### config.mk
export PLATFORM = sky130hd
export DESIGN_NAME = scan_ascii_fifo
export DESIGN_NICKNAME = d
export VERILOG_FILES = /design/src/rtl/kbd_pkg.sv /design/src/rtl/scan2ascii.sv /design/src/rtl/scan_ascii_fifo.sv
export SDC_FILE = /design/constraint.sdc
export NUM_CORES = 1
export LEC_CHECK = 0
export BUFFER_PORTS_ARGS = -buffer_cell sky130_fd_sc_hd__buf_2
export CAP_MARGIN = 40
export CORE_ASPECT_RATIO = 0.5
export CORE_UTILIZATION = 60
export CTS_CLUSTER_DIAMETER = 30
export DETAILED_ROUTE_END_ITERATION = 16
export PLACE_DENSITY = 0.89
export REMOVE_ABC_BUFFERS = 1
export SKIP_CTS_REPAIR_TIMING = 1
export SLEW_MARGIN = 20
export SYNTH_ARGS = -nofsm -noshare
export SYNTH_HDL_FRONTEND = slang
export SYNTH_SLANG_ARGS = --single-unit
### constraint.sdc
create_clock -name clk -period 2.9 [get_ports clk]
set_clock_uncertainty 0.15 [all_clocks]
set_input_delay 0.145 -clock clk [delete_from_list [all_inputs] [get_ports clk]]
set_output_delay 0.145 -clock clk [all_outputs]
set_load 0.05 [all_outputs]
### src/rtl/kbd_pkg.sv
`default_nettype none
// ============================================================================
// Module  : kbd_pkg
// Brief   : Keyboard scan-code (set 2) and ASCII constants shared by the
//           keyboard FSM and the scan-to-ASCII path.
// Rev     : 1.0
// ============================================================================
package kbd_pkg;

  // Scan codes (set 2)
  localparam logic [7:0] BREAK  = 8'hF0;
  localparam logic [7:0] SHIFT1 = 8'h12;
  localparam logic [7:0] SHIFT2 = 8'h59;
  localparam logic [7:0] CAPS   = 8'h58;
  localparam logic [7:0] ENTER  = 8'h5A;
  localparam logic [7:0] BKSP   = 8'h66;
  localparam logic [7:0] SPACE  = 8'h29;

  // ASCII characters
  localparam logic [7:0] CR = 8'h0D;
  localparam logic [7:0] BS = 8'h08;
  localparam logic [7:0] SP = 8'h20;

  localparam logic [7:0] ASCII_LOWER_A = 8'h61;
  localparam logic [7:0] ASCII_UPPER_A = 8'h41;
  localparam logic [7:0] ASCII_ZERO    = 8'h30;

endpackage : kbd_pkg
`default_nettype wire

### src/rtl/scan2ascii.sv
`default_nettype none
// ============================================================================
// Module  : scan2ascii
// Brief   : Combinational scan-code (set 2) to ASCII translator.
// Rev     : 1.0
// ============================================================================
module scan2ascii
  import kbd_pkg::*;
(
  input  logic [7:0] scan_code,
  input  logic       letter_case,
  output logic [7:0] ascii,
  output logic       valid
);

  logic [7:0] w_letter_base;

  assign w_letter_base = letter_case ? ASCII_UPPER_A : ASCII_LOWER_A;

  always_comb begin
    ascii = 8'h00;
    valid = 1'b1;
    case (scan_code)
      // letters a..z in alphabetical order
      8'h1C: ascii = w_letter_base + 8'd0;
      8'h32: ascii = w_letter_base + 8'd1;
      8'h21: ascii = w_letter_base + 8'd2;
      8'h23: ascii = w_letter_base + 8'd3;
      8'h24: ascii = w_letter_base + 8'd4;
      8'h2B: ascii = w_letter_base + 8'd5;
      8'h34: ascii = w_letter_base + 8'd6;
      8'h33: ascii = w_letter_base + 8'd7;
      8'h43: ascii = w_letter_base + 8'd8;
      8'h3B: ascii = w_letter_base + 8'd9;
      8'h42: ascii = w_letter_base + 8'd10;
      8'h4B: ascii = w_letter_base + 8'd11;
      8'h3A: ascii = w_letter_base + 8'd12;
      8'h31: ascii = w_letter_base + 8'd13;
      8'h44: ascii = w_letter_base + 8'd14;
      8'h4D: ascii = w_letter_base + 8'd15;
      8'h15: ascii = w_letter_base + 8'd16;
      8'h2D: ascii = w_letter_base + 8'd17;
      8'h1B: ascii = w_letter_base + 8'd18;
      8'h2C: ascii = w_letter_base + 8'd19;
      8'h3C: ascii = w_letter_base + 8'd20;
      8'h2A: ascii = w_letter_base + 8'd21;
      8'h1D: ascii = w_letter_base + 8'd22;
      8'h22: ascii = w_letter_base + 8'd23;
      8'h35: ascii = w_letter_base + 8'd24;
      8'h1A: ascii = w_letter_base + 8'd25;
      // digits are case independent
      8'h45: ascii = ASCII_ZERO + 8'd0;
      8'h16: ascii = ASCII_ZERO + 8'd1;
      8'h1E: ascii = ASCII_ZERO + 8'd2;
      8'h26: ascii = ASCII_ZERO + 8'd3;
      8'h25: ascii = ASCII_ZERO + 8'd4;
      8'h2E: ascii = ASCII_ZERO + 8'd5;
      8'h36: ascii = ASCII_ZERO + 8'd6;
      8'h3D: ascii = ASCII_ZERO + 8'd7;
      8'h3E: ascii = ASCII_ZERO + 8'd8;
      8'h46: ascii = ASCII_ZERO + 8'd9;
      SPACE: ascii = SP;
      ENTER: ascii = CR;
      BKSP:  ascii = BS;
      default: begin
        ascii = 8'h00;
        valid = 1'b0;
      end
    endcase
  end

endmodule : scan2ascii
`default_nettype wire

### src/rtl/scan_ascii_fifo.sv
`default_nettype none
// ============================================================================
// Module  : scan_ascii_fifo
// Brief   : Scan-code to ASCII translation feeding a first-word-fall-through
//           character FIFO with sticky overflow.
// Rev     : 1.0
// ============================================================================
module scan_ascii_fifo
  import kbd_pkg::*;
#(
  parameter int unsigned DEPTH_LOG2 = 3
) (
  input  logic                  clk,
  input  logic                  reset,
  input  logic [7:0]            scan_code,
  input  logic                  scan_code_ready,
  input  logic                  letter_case,
  input  logic                  rd_en,
  input  logic                  clr_ovf,
  output logic [7:0]            ascii_out,
  output logic                  empty,
  output logic                  full,
  output logic [DEPTH_LOG2:0]   count,
  output logic                  overflow
);

  localparam int unsigned             c_depth      = 1 << DEPTH_LOG2;
  localparam logic [DEPTH_LOG2:0]     c_full_count = c_depth[DEPTH_LOG2:0];
  localparam logic [DEPTH_LOG2:0]     c_cnt_one    = (DEPTH_LOG2+1)'(1);
  localparam logic [DEPTH_LOG2-1:0]   c_ptr_one    = DEPTH_LOG2'(1);

  logic [7:0]            r_mem [c_depth];
  logic [DEPTH_LOG2-1:0] r_wr_ptr;
  logic [DEPTH_LOG2-1:0] r_rd_ptr;
  logic [DEPTH_LOG2:0]   r_count;
  logic                  r_overflow;

  logic [7:0]            w_ascii;
  logic                  w_valid;
  logic                  w_write_req;
  logic                  w_pop;
  logic                  w_do_write;
  logic                  w_drop;

  scan2ascii u_scan2ascii (
    .scan_code   (scan_code),
    .letter_case (letter_case),
    .ascii       (w_ascii),
    .valid       (w_valid)
  );

  assign empty = (r_count == '0);
  assign full  = (r_count == c_full_count);

  assign w_write_req = scan_code_ready & w_valid;
  assign w_pop       = rd_en & ~empty;
  // A pop frees the slot the write needs, so write+pop at full is lossless.
  assign w_do_write  = w_write_req & (~full | w_pop);
  assign w_drop      = w_write_req & full & ~w_pop;

  always_ff @(posedge clk) begin
    if (w_do_write) begin
      r_mem[r_wr_ptr] <= w_ascii;
    end
  end

  always_ff @(posedge clk or posedge reset) begin
    if (reset) begin
      r_wr_ptr   <= '0;
      r_rd_ptr   <= '0;
      r_count    <= '0;
      r_overflow <= 1'b0;
    end else begin
      if (w_do_write) begin
        r_wr_ptr <= r_wr_ptr + c_ptr_one;
      end
      if (w_pop) begin
        r_rd_ptr <= r_rd_ptr + c_ptr_one;
      end
      case ({w_do_write, w_pop})
        2'b10:   r_count <= r_count + c_cnt_one;
        2'b01:   r_count <= r_count - c_cnt_one;
        default: r_count <= r_count;
      endcase
      // Setting takes priority over clearing.
      if (w_drop) begin
        r_overflow <= 1'b1;
      end else if (clr_ovf) begin
        r_overflow <= 1'b0;
      end
    end
  end

  assign ascii_out = empty ? 8'h00 : r_mem[r_rd_ptr];
  assign count     = r_count;
  assign overflow  = r_overflow;

endmodule : scan_ascii_fifo
`default_nettype wire

==> metrics.md, run 1 <==
| Metric | Value |
|---|---|
| Status | `completed` |
| Synth cell types | `between 60 and 70` |
| Hold slack | `roughly 35 ps` |
| Crit path largest cell delay | `approximately 440 ps` |
| H-tree Lvls | `3` |
| Later-pin clock latency in the skew report | `between 300 and 400 ps` |
| Switching power | `around 1.6 mW` |
| Achievable Freq | `~360 MHz` |
| Max Root-Sink Buffers | `2` |
| Power Dens Cells | `just over 800 nW/um2` |
| Die area | `between 7000 and 8000 um2` |
| Crit Path Max Fanout | `10` |
| Number of diodes | `0` |
| I/O Pins | `29` |
| Maximum vdd ir drop | `around 0.52 mV` |
| Antenna violations before repair | `0` |
| Rel. slew slack | `0.436` |
| GR Util All Layers | `0.341` |
| Clock root buffer | `clkbuf_16` |
| Final Hold Viols | `0` |
| Largest net degree at the start of global routing | `19` |
| Starting Density | `0.651` |
| FF-to-FF path depth | `9` |
| R2r startpoint | `count[0]$_DFFE_PP0P_` |
| Nets | `411` |
| Hold EP | `count[0]$_DFFE_PP0P_` |
| Via count | `about 3.3k` |
| Vias in the first global route | `about 3.2k` |
| Worst R2R End | `count[3]$_DFFE_PP0P_` |
| Post-synth EDFFs | `64` |
| Clock slew at reported path FFs | `60 ps` |
| Die W | `roughly 120 um` |
| CP cell instances | `buf_2, or3b_1, a2111oi_4, a211oi_1, and3_1, a21bo_2, nand2_2, inv_2, ha_1, a21o_1, a21oi_1, mux2i_1, xnor2_1` |
| Worst Max-Slew Pin Slew | `845 ps` |
| First-pass GRT wire length | `around 18 mm` |
| WL/cell | `about 23 um` |
| Multi-input gate area in the final layout | `between 1500 and 2000 um2` |
| WP data required | `around 3000 ps` |
| Reg area | `between 2000 and 2500 um2` |
| 1st-iter DRT viols | `~490` |
| Leakage power total | `roughly 2 nW` |
| CTS Buf Count | `9` |
| GRT overflow | `0` |
| Sequential share of the synthesized area | `0.531` |
| Ys async rst share | `0.147` |
| Endpoints failing setup | `0` |
| Reg2reg setup slack | `between 400 and 500 ps` |
| Initial DRT Pass Iterations | `7` |
| Number of max-cap violations | `0` |
| P_int | `approximately 2.5 mW` |
| Drc violations | `0` |
| Cells after Synth | `between 300 and 400` |
| Overall power | `about 4.1 mW` |
| Final instance area | `between 5000 and 6000 um2` |
| Fill cells | `roughly 350` |
| P&R area growth vs syn | `21.9%` |
| DP HPWL | `approximately 7.0 mm` |
| HP Start | `rd_en` |
| WHS Path Cells | `3` |
| Flops & latches, synth | `75` |
| HP Class | `input pin to flip-flop` |
| Kind of critical path | `input pin to flip-flop` |
| TritonCTS clock tree | `done` |
| Tcrit/Tclk final | `0.948` |
| Sequential Power Share | `0.360` |
| Placer Congestion | `0.983` |
| Via density | `roughly 6.8` |
| Yosys warnings | `0` |
| Clock share of power | `0.275` |
| WL final | `between 10 and 15 mm` |
| Avg Inst Size Synth | `~13 um2` |
| Slowest cell on the critical path | `or3b_1` |
| Setup crit start kind | `input pin` |
| # clock sinks | `75` |
| DIE HEIGHT | `60.7 um` |
| Cell Area, Placed | `approximately 4700 um2` |
| Slew Limit Fails | `0` |
| Worst EP arrival | `2850 ps` |
| Synthesized area | `approximately 4100 um2` |
| Core ar. | `approximately 6400 um2` |
| Top FF cell, synth | `edfxtp_1` |
| RSZ-0062 raised after global routing | `false` |
| Routed Antenna Nets | `0` |
| Share of cells above drive strength 1 | `0.331` |
| Crit. End Element | `flip-flop` |
| Gate power share | `0.365` |
| Fin crit period | `2750 ps` |
| Row count | `20` |
| IO Port Bufs | `28` |
| Sw frac | `0.384` |
==> how the worst max path moves through the flow <==
| stage | start | end | slack [ps] | depth (start not counted) |
|---|---|---|---|---|
| floorplan | count[0]$_DFFE_PP0P_ | count[3]$_DFFE_PP0P_ | -1660 | 9 |
| detailed placement | scan_code[5] | count[3]$_DFFE_PP0P_ | -120 | 13 |
| global route | scan_code[5] | count[3]$_DFFE_PP0P_ | 20 | 13 |
| finish | scan_code[5] | count[3]$_DFFE_PP0P_ | 150 | 13 |
| CTS | scan_code[4] | count[3]$_DFFE_PP0P_ | 200 | 13 |
| global placement | scan_code[6] | count[3]$_DFFE_PP0P_ | -50 | 14 |
==> layout by cell type, fill, tap and decap left out, types with 6 or more instances in the layout <==
cell type	instances
nand2_1	20
clkbuf_16	9
dfrtp_1	11
mux4_2	16
inv_1	7
a21oi_1	6
mux2i_1	12
edfxtp_1	64
buf_4	50
xnor2_1	6
nor2b_1	8
o21ai_0	9
nor2_1	20
nand2b_1	7
buf_2	29
nand3_1	10
==> power by group through the flow <==
stage	Combinational, mW	Clock [mW]	Sequential, mW
global route	1.58	1.16	1.47
floorplan	0.932	0	1.56
finish	1.48	1.11	1.46
global placement	1.40	0	1.45
detailed placement	1.45	0	1.47
CTS	1.48	1.12	1.45
==> synthesized netlist by cell type (6+ instances only) <==
cell      number  share of area
edfxtp_1      64           0.46
nand2_1       20          0.018
nor2_1        20          0.018
mux4_2        16          0.087
mux2i_1       12          0.029
dfrtp_1       11          0.067
buf_2         10          0.012
nand3_1       10          0.012
o21ai_0        9          0.011
nor2b_1        8          0.012
inv_1          7         0.0064
nand2b_1       7          0.011
a21oi_1        6         0.0073
nor3b_1        6          0.011
xnor2_1        6          0.013
==> logic make-up (layout without fill, tap and decap cells) <==
kind of cell               after synthesis  after routing  synth area share
xor gates and xnor gates                 9              9            0.0191
DFF                                     75             75             0.531
AOI/OAI and AO/OA                       54             54            0.0999
and+or+nand+nor                        115            115             0.175
adders and majority gates                6              6            0.0200
muxes                                   30             30             0.122
buffers and inverters                   29            107            0.0333
==> critical path: cells and delay by family <==
family / cells / cell delay [ps]
fa+ha+maj: 1 / 280
mux: 1 / 240
xor+xnor: 1 / 140
compound gates: 5 / 1030
buf+inv: 2 / 250
simple gates: 3 / 750
==> layout make-up <==
cell class,instances,area share
flip-flops and latches,75,0.436
multi-input cells,214,0.364
repair buffers,83,0.115
clock buffers,10,0.0454
well taps,88,0.0218
clock inverters,6,0.0124
inverters,8,0.00596
==> state kept, by name, indices dropped and copies added (netlist names) <==
name,flops
overflow,1
r_rd_ptr,3
r_mem,64
r_wr_ptr,3
count,4
==> per-layer routing <==
layer  wire [um]  vias up  track usage
met1        4580     1600        0.440
met5           0        -            0
met4         384        0        0.188
met3        1020       48       0.0583
met2        5340      231        0.574
li1            -     1403            -
==> through the flow <==
stage,setup TNS [ps],setup WS (ps),cells,utilization
floorplan,-64600,-1660,297,-
global placement,-46.6,-46.6,465,0.739
detailed placement,-122,-122,465,0.739
CTS,0,205,481,0.785
global route,0,20.2,484,0.793
finish,0,150,484,0.793
No activity file was read; power rests on OpenSTA's default activity.
==> run 2, diff against run 1 <==
--- a/config.mk
+++ b/config.mk
@@ -5,7 +5,7 @@
 export SDC_FILE = /design/constraint.sdc
 export NUM_CORES = 1
 export LEC_CHECK = 0
-export BUFFER_PORTS_ARGS = -buffer_cell sky130_fd_sc_hd__buf_2
+export BUFFER_PORTS_ARGS = -buffer_cell sky130_fd_sc_hd__buf_4
 export CAP_MARGIN = 40
 export CORE_ASPECT_RATIO = 0.5
 export CORE_UTILIZATION = 60
==> metrics.md, run 2 (same netlist as run 1, synthesis figures left out) <==
| Metric | Value |
|---|---|
| Max Root-Sink Buffers | `2 (unchanged)` |
| Endpoints failing setup | `0 (unchanged)` |
| Vias in the first global route | `3017 (-6.4%)` |
| Largest net degree at the start of global routing | `23 (+4)` |
| Worst Max-Slew Pin Slew | `1030 ps (+185 ps)` |
| Kind of critical path | `input pin to flip-flop` |
| Die area | `7250 um2 (unchanged)` |
| Routed Antenna Nets | `0 (unchanged)` |
| 1st-iter DRT viols | `374 (-24%)` |
| Final Hold Viols | `0 (unchanged)` |
| Top cell by count, worst path | `buf_4` |
| GR Util All Layers | `0.337 (-0.00349)` |
| Tcrit/Tclk final | `0.967 (+0.0186)` |
| Number of diodes | `0 (unchanged)` |
| Clock slew at reported path FFs | `60 ps (about the same)` |
| Crit path largest cell delay | `490 ps (+50 ps)` |
| DP HPWL | `7.66 mm (+10%)` |
| Crit. End Element | `flip-flop` |
| # clock sinks | `75 (unchanged)` |
| WL/cell | `23.7 um (+1.3%)` |
| R2r startpoint | `count[0]$_DFFE_PP0P_` |
| Slew Limit Fails | `0 (unchanged)` |
| Maximum vdd ir drop | `0.508 mV (-2.2%)` |
| DIE HEIGHT | `60.7 um (unchanged)` |
| Status | `completed` |
| IO Port Bufs | `28 (unchanged)` |
| CP cell instances | `buf_4, buf_4, nand3b_1, o32ai_1, a211oi_1, and3_1, a21bo_2, nand2_2, inv_2, ha_1, a21o_1, a21oi_1, mux2i_1, xnor2_1` |
| H-tree Lvls | `3 (unchanged)` |
| Antenna violations before repair | `1 (+1)` |
| Via density | `6.68 (-1.6%)` |
| Core ar. | `6360 um2 (unchanged)` |
| P&R area growth vs syn | `21.5%` |
| Row count | `20 (unchanged)` |
| Worst EP arrival | `2890 ps (+40 ps)` |
| Achievable Freq | `357 MHz (-1.9%)` |
| Drc violations | `0 (unchanged)` |
| Reg2reg setup slack | `430 ps (-20 ps)` |
| Nets | `406 (-1.2%)` |
| Fin crit period | `2800 ps (+53.8 ps)` |
| Slowest cell on the critical path | `o32ai_1` |
| I/O Pins | `29 (unchanged)` |
| Leakage power total | `1.97 nW (-1.5%)` |
| Fill cells | `341 (-1.7%)` |
| Setup crit start kind | `input pin` |
| Worst setup startpoint | `scan_code[6]` |
| Number of max-cap violations | `0 (unchanged)` |
| Hold slack | `7.36 ps (-27.6 ps)` |
| GRT overflow | `0 (unchanged)` |
| Crit Path Max Fanout | `11 (+1)` |
| HP Class | `input pin to flip-flop` |
| Max reg flops | `64 (unchanged)` |
| Biggest register | `r_mem` |
| WP data required | `2990 ps (about the same)` |
| Starting Density | `0.651 (unchanged)` |
| Rel. slew slack | `0.306 (-0.131)` |
| TritonCTS clock tree | `done` |
| Initial DRT Pass Iterations | `5 (-2)` |
| WL final | `11.3 mm (about the same)` |
| RSZ-0062 raised after global routing | `false` |
| Critical path endpoint | `count[3]$_DFFE_PP0P_` |
| Worst R2R End | `count[3]$_DFFE_PP0P_` |
| Fin Setup TNS | `0 ps (unchanged)` |
| Placer Congestion | `0.968 (-1.5%)` |
| Power Dens Cells | `829 nW/um2 (+3.1%)` |
| FF-to-FF path depth | `9 (unchanged)` |
| Die W | `119 um (unchanged)` |
| Commonest non-fill, non-tap cells in the layout | `buf_4 (76), edfxtp_1 (64), nor2_1 (20), nand2_1 (20), mux4_2 (16)` |
| CTS Buf Count | `9 (unchanged)` |
| First-pass GRT wire length | `17.3 mm (-1.8%)` |
| Clock root buffer | `clkbuf_16` |
| Share of cells above drive strength 1 | `0.315 (-0.0154)` |
| Commonest non-fill, non-tap cell in the layout | `buf_4` |
| Via count | `3191 (-2.8%)` |
| Later-pin clock latency in the skew report | `320 ps (about the same)` |
-- run 2: changes by cell type in the layout (fill, tap and decap cells not counted), sizes merged --
cell	before	now
buf	81	76
clkbuf	10	9
clkinv	3	1
clkinvlp	0	3
inv	10	9
-- run 2: routing by layer --
| metal | global-route usage | wire, um |
|---|---|---|
| met1 | 0.441 | 4610 |
| met2 | 0.554 | 5260 |
| met3 | 0.101 | 1190 |
| met4 | 0.118 | 271 |
| met5 | 0 | 0 |
-- run 2: worst max-delay path, delay by kind of cell --
family | cells | cell delay (ps)
adders and majority gates | 1 | 260
AOI/OAI and AO/OA | 5 | 1220
muxes | 1 | 260
and+or+nand+nor | 3 | 490
xor gates and xnor gates | 1 | 150
buffers and inverters | 3 | 360
-- run 2: worst min path at each step --
stage,start,endpoint,slack [ps],cells after the start
6_report,rd_en,count[0]$_DFFE_PP0P_,7,3
5_1_grt,rd_en,count[0]$_DFFE_PP0P_,5,3
4_1_cts,reset,r_rd_ptr[1]$_DFFE_PP0P_,-310,2
3_5_place_dp,reset,count[3]$_DFFE_PP0P_,40,2
3_3_place_gp,reset,overflow$_DFFE_PP0P_,1,2
2_1_floorplan,reset,count[0]$_DFFE_PP0P_,-150,1
-- run 2: power breakdown --
group          internal [mW]  switching [mW]  leakage [nW]
registers               1.26           0.218         0.737
logic                  0.637           0.938          1.09
clock network          0.663           0.449         0.134
total                   2.56            1.61          1.97
-- run 2: through the flow --
stage                     setup WS [ps]  std cells   util  instance area [um2]  power (mW)
after floorplan                   -1660        297      -                 4030        2.49
after global placement            -72.1        461  0.742                 4710        2.92
after detailed placement           -182        461  0.742                 4710        3.02
after CTS                           159        476  0.788                 5010        4.15
after global routing               24.8        478  0.791                 5030        4.29
final                              96.1        478  0.791                 5030        4.17
-- run 2: area by class of cell --
class / instances / area, um2 / area share
clock buffer: 9 / 225 / 0.0448
clock inverter: 6 / 66.3 / 0.0132
inverter: 8 / 30.0 / 0.00597
multi-input combinational: 214 / 1810 / 0.359
sequential: 75 / 2200 / 0.437
tap: 88 / 110 / 0.0219
timing repair buffer: 78 / 591 / 0.118
==> run 3, diff against run 2 <==
--- a/config.mk
+++ b/config.mk
@@ -8,10 +8,11 @@
 export BUFFER_PORTS_ARGS = -buffer_cell sky130_fd_sc_hd__buf_4
 export CAP_MARGIN = 40
 export CORE_ASPECT_RATIO = 0.5
-export CORE_UTILIZATION = 60
+export CORE_UTILIZATION = 36
 export CTS_CLUSTER_DIAMETER = 30
 export DETAILED_ROUTE_END_ITERATION = 16
-export PLACE_DENSITY = 0.89
+export GPL_TIMING_DRIVEN = 0
+export PLACE_DENSITY = 0.62
 export REMOVE_ABC_BUFFERS = 1
 export SKIP_CTS_REPAIR_TIMING = 1
 export SLEW_MARGIN = 20
==> metrics.md, run 3 (same netlist as run 1, synthesis figures left out) <==
| Metric | Value |
|---|---|
| Final worst slack | `143 ps (+46.7 ps)` |
| Tcrit/Tclk final | `0.951 (-0.0161)` |
| # clock sinks | `75 (unchanged)` |
| Util after Layout | `0.445 (-0.346)` |
| RSZ-0062 raised after global routing | `false` |
| Hold slack | `-10.4 ps (-17.8 ps)` |
| I/O Pins | `29 (unchanged)` |
| Number of diodes | `0 (unchanged)` |
| Via density | `5.74 (-14%)` |
| Critical path endpoint | `count[3]$_DFFE_PP0P_` |
| WL/cell | `18.4 um (-22%)` |
| Crit path largest cell delay | `520 ps (+30 ps)` |
| Slew Limit Fails | `0 (unchanged)` |
| Max Root-Sink Buffers | `2 (unchanged)` |
| Share of cells above drive strength 1 | `0.261 (-0.0539)` |
| Clock share of power | `0.280 (+0.013)` |
| Endpoints failing setup | `0 (unchanged)` |
| Routed Antenna Nets | `0 (unchanged)` |
| DIE HEIGHT | `77.8 um (+28%)` |
| Later-pin clock latency in the skew report | `320 ps (about the same)` |
| H-tree Lvls | `3 (unchanged)` |
| Drc violations | `0 (unchanged)` |
| P&R area growth vs syn | `19.2%` |
| Maximum vdd ir drop | `0.424 mV (-16%)` |
| Crit Path Max Fanout | `34 (+23)` |
| R2r startpoint | `count[0]$_DFFE_PP0P_` |
| DP HPWL | `6.09 mm (-20%)` |
| Row count | `27 (+35%)` |
| IO Port Bufs | `28 (unchanged)` |
| GR Util All Layers | `0.156 (-0.181)` |
| Initial DRT Pass Iterations | `5 (unchanged)` |
| Gate power share | `0.358 (-0.020)` |
| Switching power | `1.49 mW (-7.0%)` |
| Failing checks | `hold timing` |
| Final Hold Viols | `1 (+1)` |
| Power Dens Cells | `838 nW/um2 (+1.1%)` |
| Commonest non-fill, non-tap cell in the layout | `edfxtp_1` |
| Achievable Freq | `363 MHz (+1.7%)` |
| Commonest non-fill, non-tap cells in the layout | `edfxtp_1 (64), buf_4 (29), nor2_1 (20), nand2_1 (20), mux4_2 (16)` |
| Leakage power total | `1.82 nW (-7.4%)` |
| CP delay by family, top | `compound AO/OA/AOI/OAI gates` |
| Max reg flops | `64 (unchanged)` |
| 1st-iter DRT viols | `234 (-37%)` |
| P_int | `2.64 mW (+3.0%)` |
| Worst setup startpoint | `scan_code[3]` |
| FF-to-FF path depth | `9 (unchanged)` |
| CP cell instances | `buf_4, or4bb_1, a31oi_2, o31ai_2, and3_1, a21bo_2, nand2_2, inv_2, ha_1, a21o_1, a21oi_2, mux2i_1, xnor2_1` |
| Fin crit period | `2760 ps (-46.7 ps)` |
| TritonCTS clock tree | `done` |
| Kind of critical path | `input pin to flip-flop` |
| Largest net degree at the start of global routing | `35 (+52%)` |
| Placed Cells | `473 (+2.6%)` |
| Reg2reg setup slack | `340 ps (-90 ps)` |
| Starting Density | `0.373 (-0.277)` |
| Worst R2R End | `count[3]$_DFFE_PP0P_` |
| Clock root buffer | `clkbuf_16` |
| Setup crit start kind | `input pin` |
| CTS Buf Count | `9 (unchanged)` |
| Antenna violations before repair | `0 (-1)` |
| Placer Congestion | `0.871 (-10%)` |
| Die area | `11900 um2 (+65%)` |
| Sw frac | `0.361 (-0.0239)` |
| Vias in the first global route | `2715 (-10%)` |
| First-pass GRT wire length | `14.3 mm (-17%)` |
| Die W | `154 um (+29%)` |
| Final cell count without fillers | `493 (+3.1%)` |
| Via count | `2829 (-11%)` |
| Core ar. | `11100 um2 (+74%)` |
| Dpl ws | `-595 ps (-414 ps)` |
| CP bufs+invs | `2 (-1)` |
| Clock slew at reported path FFs | `50 ps (about the same)` |
| WHS Path Cells | `3 (unchanged)` |
| Worst Max-Slew Pin Slew | `843 ps (-188 ps)` |
| Slowest cell on the critical path | `or4bb_1` |
| Biggest register | `r_mem` |
| Fill cells | `985 (+190%)` |
| WL final | `9.08 mm (-20%)` |
| Worst EP arrival | `2850 ps (-40 ps)` |
| Sequential Power Share | `0.362 (+0.007)` |
| HP Class | `input pin to flip-flop` |
| Rel. slew slack | `0.438 (+0.132)` |
| Number of max-cap violations | `0 (unchanged)` |
| Crit. End Element | `flip-flop` |
| WP data required | `3000 ps (about the same)` |
| Levels on crit path | `13 (-1)` |
| Status | `finished, violations left` |
| Nets | `364 (-10%)` |
| GRT overflow | `0 (unchanged)` |
==> run 3: worst min-delay path, delay by kind of cell <==
family	cells	cell delay, ps
buf+inv	1	100
compound gates	1	60
xor+xnor	1	110
==> run 3: power by group through the flow <==
stage               registers [mW]  logic (mW)  clock network (mW)
floorplan                     1.56       0.932                   0
global placement              1.53        1.35                   0
detailed placement            1.51        1.47                   0
CTS                           1.49        1.47                1.16
global route                  1.52        1.59                1.21
finish                        1.49        1.48                1.16
==> run 3: per-layer routing <==
metal | wire length (um) | global-route usage | up-vias
li1 | - | - | 1302
met3 | 405 | 0.0363 | 13
met4 | 116 | 0.0480 | 0
met2 | 4670 | 0.270 | 85
met5 | 0 | 0 | -
met1 | 3890 | 0.195 | 1429
==> run 3: worst min-delay path by stage <==
| stage | from | end | slack (ps) |
|---|---|---|---|
| after floorplan | reset | count[0]$_DFFE_PP0P_ | -150 |
| after global placement | reset | count[0]$_DFFE_PP0P_ | 10 |
| after detailed placement | reset | overflow$_DFFE_PP0P_ | 20 |
| after CTS | reset | r_rd_ptr[0]$_DFFE_PP0P_ | -320 |
| after global routing | rd_en | count[0]$_DFFE_PP0P_ | 30 |
| final | rd_en | count[0]$_DFFE_PP0P_ | -10 |
==> run 3: final cells by class <==
cell class	instances	area, um2	share of cell area
clock buffer	9	225	0.0457
clock inverter	6	90.1	0.0183
inverter	8	30.0	0.00609
multi-input combinational	214	1910	0.387
sequential	75	2200	0.446
tap	145	181	0.0368
timing repair buffer	36	300	0.0609
==> run 3: stage by stage <==
stage | TNS [ps] | instance area (um2) | power (mW)
after floorplan | -64600 | 4030 | 2.49
after global placement | -39140 | 4420 | 2.88
after detailed placement | -32700 | 4470 | 2.97
after CTS | -11470 | 4780 | 4.12
after global routing | 0 | 4930 | 4.32
final | 0 | 4930 | 4.13
